<file path="src/rtl/math_pwr_acc_64.sv">
// Windowed I/Q power integrator: sums I^2+Q^2 over 2^LOG2_LEN accepted samples, holds the last window energy on dout.
// Latency: 3 enabled cycles from the last sample of a window to dout/dout_valid; each ena=0 cycle adds one.
// Backpressure: none; samples presented while ena=0 or clear=1 are dropped, so the upstream block must hold them.
module math_pwr_acc_64 #(
    parameter int DW       = 16,
    parameter int LOG2_LEN = 10
) (
    input  logic          clk,
    input  logic          rst_n,
    input  logic          ena,
    input  logic          clear,
    input  logic          din_valid,
    input  logic [DW-1:0] din_i,
    input  logic [DW-1:0] din_q,
    output logic [63:0]   dout,
    output logic          dout_valid,
    output logic          busy
);

    localparam int SQW = 2*DW - 1;
    localparam int PW  = 2*DW;
    localparam int AW  = 2*DW + LOG2_LEN;

    generate
        if (2*DW + 1 + LOG2_LEN > 64) begin : g_width_check
            $error("math_pwr_acc_64: 2*DW+1+LOG2_LEN must not exceed 64");
        end
    endgenerate

    logic signed [PW-1:0]  i_ext;
    logic signed [PW-1:0]  q_ext;
    logic [SQW-1:0]        i_sq_nxt;
    logic [SQW-1:0]        q_sq_nxt;
    logic [SQW-1:0]        isq;
    logic [SQW-1:0]        qsq;
    logic [PW-1:0]         pwr;
    logic [AW-1:0]         acc;
    logic [AW-1:0]         acc_nxt;
    logic [LOG2_LEN-1:0]   cnt;
    logic                  v1;
    logic                  v2;

    // Square in 2*DW bits so the (-2^(DW-1))^2 corner case is exact; it fits in 2*DW-1 unsigned bits.
    assign i_ext    = PW'($signed(din_i));
    assign q_ext    = PW'($signed(din_q));
    assign i_sq_nxt = SQW'(i_ext * i_ext);
    assign q_sq_nxt = SQW'(q_ext * q_ext);
    assign acc_nxt  = acc + AW'(pwr);
    assign busy     = (cnt != '0) | v1 | v2;

    always_ff @(posedge clk or negedge rst_n) begin
        if (!rst_n) begin
            isq        <= '0;
            qsq        <= '0;
            pwr        <= '0;
            acc        <= '0;
            cnt        <= '0;
            v1         <= 1'b0;
            v2         <= 1'b0;
            dout       <= '0;
            dout_valid <= 1'b0;
        end else begin
            dout_valid <= 1'b0;
            if (clear) begin
                // Restart takes priority over ena and over a same-cycle completion.
                v1  <= 1'b0;
                v2  <= 1'b0;
                cnt <= '0;
                acc <= '0;
            end else if (ena) begin
                isq <= i_sq_nxt;
                qsq <= q_sq_nxt;
                v1  <= din_valid;
                pwr <= PW'(isq) + PW'(qsq);
                v2  <= v1;
                if (v2) begin
                    cnt <= cnt + LOG2_LEN'(1);
                    if (cnt == '1) begin
                        dout       <= 64'(acc_nxt);
                        acc        <= '0;
                        dout_valid <= 1'b1;
                    end else begin
                        acc <= acc_nxt;
                    end
                end
            end
        end
    end

endmodule
</file>
<file path="config.mk">
export PLATFORM = sky130hd
export DESIGN_NAME = math_pwr_acc_64
export DESIGN_NICKNAME = d
export VERILOG_FILES = /design/src/rtl/math_pwr_acc_64.sv
export SDC_FILE = /design/constraint.sdc
export NUM_CORES = 2
export LEC_CHECK = 0
export CORE_MARGIN = 2
export CORE_UTILIZATION = 55
export CTS_BUF_LIST = sky130_fd_sc_hd__clkbuf_4 sky130_fd_sc_hd__clkbuf_8 sky130_fd_sc_hd__clkbuf_16
export CTS_CLUSTER_SIZE = 16
export DETAILED_ROUTE_END_ITERATION = 10
export PLACE_DENSITY = 0.73
export SLEW_MARGIN = 20
export SYNTH_ARGS = -nofsm -noshare
export SYNTH_HDL_FRONTEND = slang
export SYNTH_SLANG_ARGS = --single-unit
</file>
<file path="constraint.sdc">
create_clock -name clk -period 4.3 [get_ports clk]
set_input_delay 1.29 -clock clk [delete_from_list [all_inputs] [get_ports clk]]
set_output_delay 1.29 -clock clk [all_outputs]
set_load 0.01 [all_outputs]
</file>
==> flow_summary_export.csv <==
group,metric,value,unit
hold_path,hold_start,"dout[11]",
clock_tree,clk_latency,0.45,ns
worst_setup_path,endpoint_kind,"register",
worst_setup_path,ff2ff_setup_slack,0.80,ns
drt,first_pass_iters,5,
timing,layout_min_cycle_time,6.543,ns
status,violations,"negative setup slack",
timing,hold_slack,0.4743,ns
hold_path,hold_path_depth,2,
clock_tree,clockBufferDepth,2,
synthesis,syn_area,27580,um^2
clock_tree,clk_pin_slew_worst_paths,0.07,ns
clock_tree,cts_inserted_buffers,17,
die,die_height,227.9,um
worst_setup_path,r2r_cells,10,
final_layout,area_delta_synth_final,29.21,%
final_layout,fill_cells,3570,
timing,maxSlewHeadroom,43.34,%
clock_tree,cts_tree,"yes",
grt,antenna_found_initial,0,
worst_setup_path,cp.arrival,6.85,ns
worst_setup_path,critPathMostFrequentCell,"fa_1",
drt,drtIter0Drc,1482,
hold_path,holdPathEnd,"dout[11]",
clock_tree,cts_sinks,189,
drt,ant_nets,0,
die,rows,82,
timing,worst_pin_slew,0.8467,ns
worst_setup_path,regToRegStartpoint,"qsq[3]",
synthesis,synth-seq-cells,189,
timing,fin_skew,0.01591,ns
synthesis,synth_cells,3018,
worst_setup_path,crit_chain,"buf_12, buf_6, and2_4, fa_1, inv_2, fa_1, fa_1, inv_2, fa_1, fa_1, inv_2, fa_1, inv_2, ha_4, and2_4, a22o_4, a311o_1, a41o_1, a21oi_2, o21bai_1, a21oi_1, xor2_1, o21ai_1",
die,core-area,49860,um^2
grt,grt_pass1_wl,115300,um
die,die-area,51950,um^2
worst_setup_path,path_class,"in -> reg",
synthesis,ys_types,76,
timing,fin_ws,-2.243,ns
placed_design,portBuffers,80,
worst_setup_path,critPathMaxStageDelay,0.56,ns
placed_design,dp_hpwl,54220,um
grt,grt.total_usage,26.98,%
worst_setup_path,critPathSlowestCell,"fa_1",
grt,grt_max_degree,72,
synthesis,synth_edf_count,0,
hold_path,hold_path_class,"reg -> reg",
synthesis,async_flop_share,100.0,%
synthesis,ys_warn_count,0,
placed_design,gp_congestion,0.9161,
worst_setup_path,cp.required,4.60,ns
final_layout,nets,4245,
drt,wirelength,69650,um
timing,finalHoldViolCount,0,
drt,drc,0,
run,cap_violations,0,
grt,grt_pass1_vias,24360,
final_layout,diodes,0,
die,io_pins,103,
status,status,"finished with violations",
worst_setup_path,start_kind,"input port",
timing,grt_setup_unrepaired,"yes",
timing,fmax,152.8,MHz
final_layout,drive_gt1_share,27.74,%
worst_setup_path,cp_max_fo,7,
synthesis,ys_seq_area_share,17.15,%
synthesis,synth.avg_cell_area,9.139,um^2
die,die_x,227.9,um
timing,setup_viol,50,
synthesis,synthFlopType,"dfrtp_1",
clock_tree,cts.htree.levels,4,
timing,slew_violations,0,
drt,wl_per_cell,16.59,um
timing,layout_worst_path_cycle_share,152.2,%
drt,vias_per_cell,5.341,
clock_tree,cts-root-buf,"clkbuf_16",
worst_setup_path,reg2reg_to,"pwr[29]",
die,start_util,55.31,%
drt,num_vias,22420,
grt,overflow,0,
-- cell families after synthesis --
group,synth area share (%)
AO/OA/AOI/OAI,10.63
XOR/XNOR,4.351
adder cells (fa/ha/maj),44.08
buffers and inverters,10.78
flip-flops,17.15
multiplexers,0.7032
other,0.01360
AND/OR/NAND/NOR,12.29
-- flip-flops by register name, indices dropped and copies added, names as in the netlist --
register and cells:
v2 1, qsq 30, dout_valid 1, cnt 10
acc 42, v1 1, pwr 32, dout 42
isq 30
-- how the worst max path moves through the flow --
stage,slack (ns),cells after the start,to,start
6_report,-2.24,23,qsq[19],din_q[5]
5_1_grt,-2.36,22,isq[29],din_i[10]
4_1_cts,-2.19,24,isq[29],din_i[11]
3_5_place_dp,-3.21,23,isq[29],din_i[7]
3_3_place_gp,-3.08,23,isq[29],din_i[7]
2_1_floorplan,-2.34,23,qsq[30],din_q[14]
-- cells in the final DEF (no fill, tap or decap), types with 18 or more instances in the layout --
master,Yosys,layout
nor2_1,150,121
nand3_1,27,26
o21ai_0,139,78
buf_4,22,391
a21oi_2,0,19
a22o_1,29,28
buf_8,0,20
o21ai_1,3,48
fa_1,461,428
ha_4,0,40
xnor2_2,0,19
nand2_4,0,20
conb_1,1,22
o21a_1,19,18
nand2_1,379,337
a21o_1,38,38
inv_1,642,552
nand2_2,0,20
and2_4,0,31
fa_2,0,33
clkdlybuf4s50_1,0,47
xor2_1,54,52
inv_2,0,82
xnor2_1,83,64
dfrtp_1,189,189
and2_1,68,37
a21oi_1,99,70
nor3_1,28,22
ha_1,234,188
buf_6,1,94
-- synthesized netlist by cell type, types with 38 or more instances --
cell | n | share of area, %
xnor2_1 | 83 | 2.6
and2_1 | 68 | 1.5
fa_1 | 461 | 33
nor2_1 | 150 | 2.0
a21oi_1 | 99 | 1.8
inv_1 | 642 | 8.7
clkbuf_1 | 89 | 1.2
ha_1 | 234 | 11
a21o_1 | 38 | 1.0
xor2_1 | 54 | 1.7
nand2_1 | 379 | 5.2
o21ai_0 | 139 | 2.5
dfrtp_1 | 189 | 17
-- worst max-delay path: cells and delay by family --
kind / cells / cell delay, ns
buffers and inverters: 6 / 0.44
AND/OR/NAND/NOR: 2 / 0.30
adder cells (fa/ha/maj): 7 / 3.34
XOR/XNOR: 1 / 0.16
AO/OA/AOI/OAI: 7 / 1.31
-- what timing repair did --
item | CTS | global route
resized for setup | 402 | 257
buffers inserted | 70 | 46
endpoints found under the setup margin | 52 | 52
hold buffers | 0 | 0
gates cloned | 7 | 0
pin swaps | 203 | 154
-- cell type report --
cell class                 count  area (um^2)  share of cell area, %
multi-input combinational   2083        21810                  61.19
timing repair buffer         576         5160                  14.48
sequential                   189         4730                  13.27
inverter                     646         2477                  6.952
tap                          672        840.8                  2.359
clock buffer                  17        425.4                  1.194
clock inverter                15        196.4                 0.5512
-- per-layer routing --
| metal | share of wire, % | global-route usage [%] | wire length (um) | up-vias |
|---|---|---|---|---|
| li1 | - | - | - | 10390 |
| met1 | 40 | 33.82 | 27840 | 11320 |
| met2 | 53 | 49.09 | 37000 | 560 |
| met3 | 4.3 | 3.450 | 2981 | 154 |
| met4 | 2.6 | 7.373 | 1826 | 0 |
| met5 | 0 | 0 | 0 | - |
-- stage by stage --
step / utilization (%) / worst slack (ns) / TNS [ns] / std cells / instance area, um^2
2_1_floorplan: - / -2.336 / -81.40 / 3039 / 28670
3_3_place_gp: 65.04 / -3.075 / -127.23 / 4060 / 32430
4_1_cts: 69.18 / -2.194 / -80.71 / 4167 / 34500
5_1_grt: 71.47 / -2.364 / -89.19 / 4198 / 35640
6_report: 71.47 / -2.243 / -82.07 / 4198 / 35640
3_5_place_dp: 65.04 / -3.209 / -131.98 / 4060 / 32430
Power is not shown: default switching activity piles up to over one toggle a cycle in this logic, so the estimate is an artifact.
